$ cat src/rtl/demod_correlator_stream_if.sv
`timescale 1ns/1ps
`default_nettype none
// ============================================================================
// Module   : demod_correlator_stream_if
// Brief    : Start/threshold control, segment stream and result handshake
//            bundle for the demodulation correlator.
// Revision : 1.0 - initial release
// ============================================================================
interface demod_correlator_stream_if #(
    parameter int DATA_W = 32
);
    logic              start;
    logic [DATA_W-1:0] threshold;
    logic [DATA_W-1:0] seg_data;
    logic              seg_valid;
    logic              seg_ready;
    logic [DATA_W-1:0] demod_out;
    logic              bit_out;
    logic              valid;
    logic              busy;

    modport master (
        output start,
        output threshold,
        output seg_data,
        output seg_valid,
        input  seg_ready,
        input  demod_out,
        input  bit_out,
        input  valid,
        input  busy
    );

    modport slave (
        input  start,
        input  threshold,
        input  seg_data,
        input  seg_valid,
        output seg_ready,
        output demod_out,
        output bit_out,
        output valid,
        output busy
    );
endinterface
`default_nettype wire

$ cat src/rtl/demod_correlator_stream.sv
`timescale 1ns/1ps
`default_nettype none
// ============================================================================
// Module   : demod_correlator_stream
// Brief    : Serial +/-1 weighted correlator over N_SEG signed segments with a
//            threshold decision. Define DEMOD_SAT_EN to clamp the final sum
//            instead of wrapping it to DATA_W bits.
// Revision : 1.0 - initial release
// ============================================================================
module demod_correlator_stream #(
    parameter int           DATA_W      = 32,
    parameter int           N_SEG       = 10,
    parameter logic [255:0] REF_PATTERN = 256'h155
) (
    input  wire logic                   clk,
    input  wire logic                   reset,
    demod_correlator_stream_if.slave    io_bus
);

    localparam int CNT_W = $clog2(N_SEG);
    localparam int ACC_W = DATA_W + $clog2(N_SEG) + 1;

    typedef enum logic [1:0] {
        S_IDLE    = 2'd0,
        S_COLLECT = 2'd1,
        S_DRAIN   = 2'd2,
        S_DONE    = 2'd3
    } state_t;

    state_t                    r_state;
    state_t                    w_next;
    logic [CNT_W-1:0]          r_seg_cnt;
    logic                      r_drain;
    logic signed [DATA_W:0]    r_prod;
    logic                      r_prod_vld;
    logic signed [ACC_W-1:0]   r_acc;
    logic [DATA_W-1:0]         r_thr;
    logic [DATA_W-1:0]         r_demod;
    logic                      r_bit;
    logic                      r_valid;
    logic                      r_busy;

    logic                      w_start_acc;
    logic                      w_xfer;
    logic                      w_last;
    logic                      w_seg_ready;
    logic [7:0]                w_idx;
    logic                      w_weight;
    logic signed [DATA_W:0]    w_seg_ext;
    logic signed [ACC_W-1:0]   w_prod_ext;
    logic [DATA_W-1:0]         w_narrow;
    logic                      w_ge;

    assign w_start_acc = (r_state == S_IDLE) && io_bus.start;
    assign w_xfer      = (r_state == S_COLLECT) && io_bus.seg_valid;
    assign w_last      = w_xfer && (r_seg_cnt == CNT_W'(N_SEG - 1));
    assign w_idx       = 8'(r_seg_cnt);
    assign w_weight    = REF_PATTERN[w_idx];
    // One extra bit so negating the most negative sample stays exact.
    assign w_seg_ext   = {io_bus.seg_data[DATA_W-1], io_bus.seg_data};
    assign w_prod_ext  = {{(ACC_W-DATA_W-1){r_prod[DATA_W]}}, r_prod};

`ifdef DEMOD_SAT_EN
    logic [ACC_W-DATA_W:0] w_acc_hi;
    logic                  w_ovf;

    assign w_acc_hi = r_acc[ACC_W-1:DATA_W-1];
    assign w_ovf    = !((&w_acc_hi) || (~|w_acc_hi));

    always_comb begin
        w_narrow = r_acc[DATA_W-1:0];
        if (w_ovf) begin
            w_narrow = r_acc[ACC_W-1] ? {1'b1, {(DATA_W-1){1'b0}}}
                                      : {1'b0, {(DATA_W-1){1'b1}}};
        end
    end
`else
    logic w_unused_acc_hi;

    assign w_unused_acc_hi = &{1'b0, r_acc[ACC_W-1:DATA_W]};

    always_comb begin
        w_narrow = r_acc[DATA_W-1:0];
    end
`endif

    assign w_ge = $signed(w_narrow) >= $signed(r_thr);

    always_ff @(posedge clk or negedge reset) begin
        if (!reset) begin
            r_state <= S_IDLE;
        end else begin
            r_state <= w_next;
        end
    end

    always_comb begin
        w_next      = r_state;
        w_seg_ready = 1'b0;
        case (r_state)
            S_IDLE: begin
                if (w_start_acc) begin
                    w_next = S_COLLECT;
                end
            end
            S_COLLECT: begin
                w_seg_ready = 1'b1;
                if (w_last) begin
                    w_next = S_DRAIN;
                end
            end
            S_DRAIN: begin
                if (r_drain) begin
                    w_next = S_DONE;
                end
            end
            S_DONE: begin
                w_next = S_IDLE;
            end
            default: begin
                w_next = S_IDLE;
            end
        endcase
    end

    always_ff @(posedge clk or negedge reset) begin
        if (!reset) begin
            r_seg_cnt  <= '0;
            r_drain    <= 1'b0;
            r_prod     <= '0;
            r_prod_vld <= 1'b0;
            r_acc      <= '0;
            r_thr      <= '0;
            r_demod    <= '0;
            r_bit      <= 1'b0;
            r_valid    <= 1'b0;
            r_busy     <= 1'b0;
        end else begin
            r_prod_vld <= w_xfer;
            r_drain    <= (r_state == S_DRAIN);
            r_valid    <= (r_state == S_DONE);
            if (w_xfer) begin
                r_prod <= w_weight ? w_seg_ext : -w_seg_ext;
            end
            if (w_start_acc) begin
                r_acc     <= '0;
                r_seg_cnt <= '0;
                r_thr     <= io_bus.threshold;
                r_busy    <= 1'b1;
            end else begin
                if (r_prod_vld) begin
                    r_acc <= r_acc + w_prod_ext;
                end
                if (w_xfer) begin
                    r_seg_cnt <= r_seg_cnt + 1'b1;
                end
            end
            // The final accumulate lands during DRAIN, so DONE sees the full sum.
            if (r_state == S_DONE) begin
                r_demod <= w_narrow;
                r_bit   <= w_ge;
                r_busy  <= 1'b0;
            end
        end
    end

    assign io_bus.seg_ready = w_seg_ready;
    assign io_bus.demod_out = r_demod;
    assign io_bus.bit_out   = r_bit;
    assign io_bus.valid     = r_valid;
    assign io_bus.busy      = r_busy;

endmodule
`default_nettype wire

$ cat src/flat_wrapper.sv
// flat-port wrapper written by rule: the top's interface ports become plain ports
module demod_correlator_stream_flat 
#(
    parameter int           DATA_W      = 32,
    parameter int           N_SEG       = 10,
    parameter logic [255:0] REF_PATTERN = 256'h155
)
  (clk, reset, io_bus_start, io_bus_threshold, io_bus_seg_data, io_bus_seg_valid, io_bus_seg_ready, io_bus_demod_out, io_bus_bit_out, io_bus_valid, io_bus_busy);
  demod_correlator_stream_if #(.DATA_W(DATA_W)) io_bus_i ();
  input  wire logic clk;
  input  wire logic reset;
  input wire logic [$bits(io_bus_i.start)-1:0] io_bus_start;
  input wire logic [$bits(io_bus_i.threshold)-1:0] io_bus_threshold;
  input wire logic [$bits(io_bus_i.seg_data)-1:0] io_bus_seg_data;
  input wire logic [$bits(io_bus_i.seg_valid)-1:0] io_bus_seg_valid;
  output wire logic [$bits(io_bus_i.seg_ready)-1:0] io_bus_seg_ready;
  output wire logic [$bits(io_bus_i.demod_out)-1:0] io_bus_demod_out;
  output wire logic [$bits(io_bus_i.bit_out)-1:0] io_bus_bit_out;
  output wire logic [$bits(io_bus_i.valid)-1:0] io_bus_valid;
  output wire logic [$bits(io_bus_i.busy)-1:0] io_bus_busy;
  assign io_bus_i.start = io_bus_start;
  assign io_bus_i.threshold = io_bus_threshold;
  assign io_bus_i.seg_data = io_bus_seg_data;
  assign io_bus_i.seg_valid = io_bus_seg_valid;
  assign io_bus_seg_ready = io_bus_i.seg_ready;
  assign io_bus_demod_out = io_bus_i.demod_out;
  assign io_bus_bit_out = io_bus_i.bit_out;
  assign io_bus_valid = io_bus_i.valid;
  assign io_bus_busy = io_bus_i.busy;
  demod_correlator_stream #(.DATA_W(DATA_W), .N_SEG(N_SEG), .REF_PATTERN(REF_PATTERN)) u_core (.clk(clk), .reset(reset), .io_bus(io_bus_i));
endmodule
$ cat config.mk
export PLATFORM = sky130hd
export DESIGN_NAME = demod_correlator_stream_flat
export DESIGN_NICKNAME = d
export VERILOG_FILES = /design/src/rtl/demod_correlator_stream_if.sv /design/src/rtl/demod_correlator_stream.sv /design/src/flat_wrapper.sv
export SDC_FILE = /design/constraint.sdc
export NUM_CORES = 1
export LEC_CHECK = 0
export BUFFER_PORTS_ARGS = -buffer_cell sky130_fd_sc_hd__buf_2
export CORE_ASPECT_RATIO = 1.75
export CORE_UTILIZATION = 59
export CTS_CLUSTER_SIZE = 30
export DETAILED_ROUTE_END_ITERATION = 10
export MAX_ROUTING_LAYER = met4
export PLACE_DENSITY = 0.81
export RECOVER_POWER = 25
export SETUP_SLACK_MARGIN = 0.15
export SYNTH_ARGS = -nofsm -noshare
export SYNTH_HDL_FRONTEND = slang
export SYNTH_SLANG_ARGS = --single-unit
$ cat constraint.sdc
create_clock -name clk -period 3.05 [get_ports clk]
set_clock_uncertainty 0.15 [all_clocks]
set_input_delay 0 -clock clk [delete_from_list [all_inputs] [get_ports clk]]
set_output_delay 0 -clock clk [all_outputs]
set_load 0.1 [all_outputs]
---- Word level (Yosys, flattened, before mapping) ----
Memory sizes are Yosys's and may differ from the RTL's.
Cells that the tools add are included.
word-level totals
  memories ................................ 1
  memory bits (read-only) ................. 16
  bits of input ports ..................... 68
  bits in latches ......................... 0
  word-level logic and storage cells ...... 45
  bits in writable memories ............... 0
  flip-flop bits (word level) ............. 145
memory list
  memory            depth  bits a word  read ports  clocked after memory_dff  wr ports  RTL line                       source
  (name not given)  16     1            1           0                         0         demod_correlator_stream.sv:58  assign w_weight = REF_PATTERN[w_idx];
cells by class
  multiplexer cells ....................... 13
  reductions and logical operators ........ 8
  multipliers ............................. 0
  shift-type cells ........................ 0
  equality and inequality tests ........... 7
  add/sub/neg operators ................... 3
  order comparisons ....................... 2
  bitwise logic cells ..................... 0
  divide/modulo/power cells ............... 0
operators with widths
  cell                                                                      number
  37-bit two-way mux                                                        2
  37-bit by 33-bit adder with 37-bit output                                 1
  33-bit two-way mux                                                        1
  32-bit negation with 33-bit output                                        1
  32-bit greater-or-equal comparator                                        1
  4-bit by 9-bit < comparator with 1-bit output (second input constant)     1
  4-bit two-way mux                                                         2
  2-bit one-hot mux with 4 select lines                                     1
  2-bit two-way mux                                                         3
  2-bit by 1-bit inequality test with 1-bit output (second input constant)  3
  2-bit nonzero test                                                        3
  4-bit by 1-bit adder with 4-bit output (second input constant)            1
  2-bit equality test (second input constant)                               2
  4-bit equality test (second input constant)                               1
  1-bit two-way mux                                                         4
  1-bit logical AND                                                         3
  3-bit AND reduction                                                       1
  2-bit by 1-bit equality test with 1-bit output (second input constant)    1
  2-bit zero test                                                           1

---- Logic depth before layout (Yosys ltp) ----
  word-level depth ........................ 5
  mapped depth ............................ 10
  depth with buffers taken out ............ 10

---- Worst setup path after synthesis ----
No wires, ideal clock.
  path type ............................... register -> register
  start ................................... reg u_core.r_acc[1]
  end ..................................... reg u_core.r_acc[19]
  library setup time ...................... 0.140 ns
  setup slack ............................. 0.493 ns
  arrival ................................. 2.267 ns
  stages on the path, launching flop included .. 10
  cells stage by stage .................... dfrtp_1 -> ha_1 -> a21o_1 -> a21o_1 -> and4_1 -> o211ai_2 -> a21oi_1 -> or2_1 -> a2111oi_0 -> a211oi_1
between the ends
  cells in the longest elaborated chain, start to end .. 3
RTL lines
  what                                       RTL line                        source
  start: declaration                         demod_correlator_stream.sv:36   logic signed [ACC_W-1:0] r_acc;
  start signal: assignment                   demod_correlator_stream.sv:152  r_acc <= r_acc + w_prod_ext;
  37-bit by 33-bit adder with 37-bit output  demod_correlator_stream.sv:152
  37-bit two-way mux                         demod_correlator_stream.sv:151  if (r_prod_vld) begin
  37-bit two-way mux                         demod_correlator_stream.sv:145  if (w_start_acc) begin
No other way between the ends. The select of a mux whose other input is x is not followed.
A chain may end at the register's enable or synchronous reset.

---- Worst setup path after layout ----
Ends and elaborated chain as after synthesis.

==> results.toml <==
[outcome]
status = "complete, but fails checks"
violations = "max-capacitance violations, max-slew violations"

[clock_network]
cts-root-buf = "clkbuf_16"
cts.clk_slew.worst_paths_ns = 0.07
cts_tree = "done"
clk_path_buf_depth = 2
cts_made_buffers = 17
cts.sinks = 139
htreeDepth = 4
clkLatencyLatePin_ns = 0.43

[pwr]
power.total_mw = 11.8
clkPwrFrac = 0.185
power_density_nw_per_um2 = 1110
power.internal_mw = 6.17
seq_power_share = 0.268
p_sw_mw = 5.64
ir_drop_mv = 0.902
leakage_nw = 5.19
p_comb_frac = 0.547
switching_share = 0.478

[finish]
nNetsFinal = 1225
diodes = 0
post-route-util = 0.764
design_area_um2 = 10700
final_common_cell = "dfrtp_1"
mostFrequentLayoutCells = "dfrtp_1, nand2_1, buf_2, o21ai_0, dlygate4sd3_1"
layout-drive-gt1-share = 0.192
syn_to_final_growth_pct = 26.0

[worst_setup_path]
cp-start-kind = "flip-flop"
crit_top_cell = "a21o_1"
cpPeakStageDelay_ns = 0.44
required_ns = 3.19
worst_setup_path_end_kind = "flip-flop"
reg2reg_slack_ns = 0.22
crit_type = "reg2reg"
cp_slowest_cell = "dfrtp_2"
worstPathCellList = "ha_1, a21o_1, a21o_1, and4_1, o211ai_2, a21oi_1, or2_4, a2111oi_2, a211oi_1"
rr_startpoint = "u_core.r_acc[1]$_DFFE_PN0P_"
crit_start = "u_core.r_acc[1]$_DFFE_PN0P_"
cp_data_arrival_time_ns = 2.97
crit_path_max_fanout = 5

[floorplanning]
start_util = 0.607
ioPinCount = 104
fp-row-count = 57
die_y_um = 161
core-area_um2 = 14000
die_width_um = 92.6
fp.dieArea_um2 = 14900

[logic_synthesis]
synth-seq-cells = 139
ys_top_cells_by_area = "dfrtp_1, ha_1, o21ai_0, nand2_1, mux2_2"
ys.flop_type = "dfrtp_1"
yosys_warnings = 0
seq_area_frac_synth = 0.410
synth.cell_area_um2 = 8480
synth_top_area_frac = 0.410
synth_fp_nets = 1049
ys_types = 73
yosys.area.top_type = "dfrtp_1"
syn-mean-instance-area_um2 = 9.34
syn_inst = 908
synth_edf_count = 0
synth_async_sr_flop_share = 1.00

[global_route]
gr-usage-all-layers = 0.316
grt_pass1_wl_um = 35900
antenna_found_initial = 0
grt_pass1_vias = 7588
grt_overflow_total = 0
grt_max_degree = 78

[place]
io_buffers = 103
dp_hpwl_um = 15200
finalWeightedCongestion = 0.943
place_area_um2 = 9190

[sta]
fmax_mhz = 353
setup_viol = 0
maxSlewHeadroom = -0.303
hold_slack_ns = 0.0164
rsz0062_at_grt = "true"
period_share = 0.929
fin_setup_tns_ns = 0
finalMaxSlewViolations = 77
tightest_slew_ns = 1.95
hold_violations = 0
period_needed_ns = 2.83

[min_path]
hold_path_class = "in2reg"
hp-start = "io_bus_seg_data[0]"

[routing]
dr.pass1.iters = 5
drc = 0
drtIter0Drc = 660
vias = 7483
wl_per_cell_um = 17.3
ant_nets = 0
viasPerCell = 5.87
routed_wl_um = 22000

[job]
maxCapViolCount = 1
-- cell type report --
type,instances,area [µm²]
Clock inverter,13,180
Fill cell,969,3300
Clock buffer,19,443
Sequential cell,139,3480
Tap cell,177,221
Multi-Input combinational cell,676,4730
Inverter,57,214
Timing Repair Buffer,193,1410
-- worst max-delay path, delay by kind of cell, from the launching register on --
family | cells | cell delay, ns
adders and majority gates | 1 | 0.30
DFF | 1 | 0.44
AOI/OAI and AO/OA | 6 | 1.24
and+or+nand+nor | 2 | 0.55
-- sequential cells by signal, indices dropped and copies added, names as in the netlist --
name	flops
u_core.io_bus.bit_out	1
u_core.io_bus.busy	1
u_core.io_bus.demod_out	32
u_core.io_bus.valid	1
u_core.r_acc	32
u_core.r_drain	1
u_core.r_prod	32
u_core.r_prod_vld	1
u_core.r_seg_cnt	4
u_core.r_state	2
u_core.r_thr	32
-- metal layers --
layer / global-route usage / share of wire
met5: - / 0
met4: 0.150 / 0.043
met3: 0.0426 / 0.038
met2: 0.557 / 0.53
met1: 0.348 / 0.39
-- power by group through the flow --
stage | logic (mW) | clock network, mW | registers [mW]
floorplan | 3.63 | 0 | 4.20
global placement | 5.92 | 0 | 3.13
detailed placement | 6.07 | 0 | 3.17
CTS | 6.32 | 2.20 | 3.14
global route | 7.04 | 2.28 | 3.23
finish | 6.46 | 2.18 | 3.16
-- metrics by stage --
step | worst slack, ns | cells
detailed placement | 0.241 | 1163
floorplan | 0.493 | 908
finish | 0.217 | 1274
global route | 0.107 | 1274
global placement | 0.278 | 1163
CTS | 0.179 | 1274
-- cell usage after synthesis (3+ instances only) --
cell,number
dfrtp_1,139
nand2_1,111
o21ai_0,84
ha_1,72
inv_1,56
nor2_1,56
a21oi_1,51
mux2_2,32
a21o_1,29
xnor2_1,29
clkbuf_1,24
xor2_1,22
o21ai_1,21
nand4_1,20
mux2i_1,15
a211oi_1,9
buf_1,8
nand3_1,8
nor4_1,8
nand3b_1,7
nor2b_1,7
nor3_1,7
a31oi_1,6
and3_1,5
and2_1,4
buf_2,4
o21a_1,4
o21bai_1,4
o31ai_1,4
nand2b_1,3
o211ai_1,3
o22ai_1,3
o31a_1,3
or2_2,3
or3_1,3
-- worst paths after layout --
| kind | to | cells past startpoint |
|---|---|---|
| setup / recovery | u_core.r_acc[19]$_DFFE_PN0P_ | 9 |
| hold / removal | u_core.r_prod[5]$_DFFE_PN0P_ | 5 |
| setup reg to reg | u_core.r_acc[19]$_DFFE_PN0P_ | 9 |
| hold reg to reg | u_core.r_prod[17]$_DFFE_PN0P_ | 2 |
| max in group asynchronous | u_core.r_acc[1]$_DFFE_PN0P_ | 2 |
| min in group asynchronous | u_core.io_bus.demod_out[3]$_DFFE_PN0P_ | 2 |
-- kinds of logic (layout without fill, tap and decap cells) --
group	after synthesis	count (layout)	share of synthesized area
AO/OA/AOI/OAI	246	246	0.180
XOR/XNOR	51	51	0.0527
adder cells (fa/ha/maj)	73	73	0.109
buffers and inverters	93	282	0.0418
flip-flops	139	139	0.410
multiplexers	47	47	0.0602
AND/OR/NAND/NOR	259	259	0.146
-- what timing repair did --
item | 4_1_cts | 5_1_grt
resized for setup | 0 | 18
buffers inserted | 0 | 0
endpoints found under the hold margin | 189 | 0
hold buffers | 79 | 0
setup endpoints to repair | 0 | 11
Power figures use the tool's default switching activity.
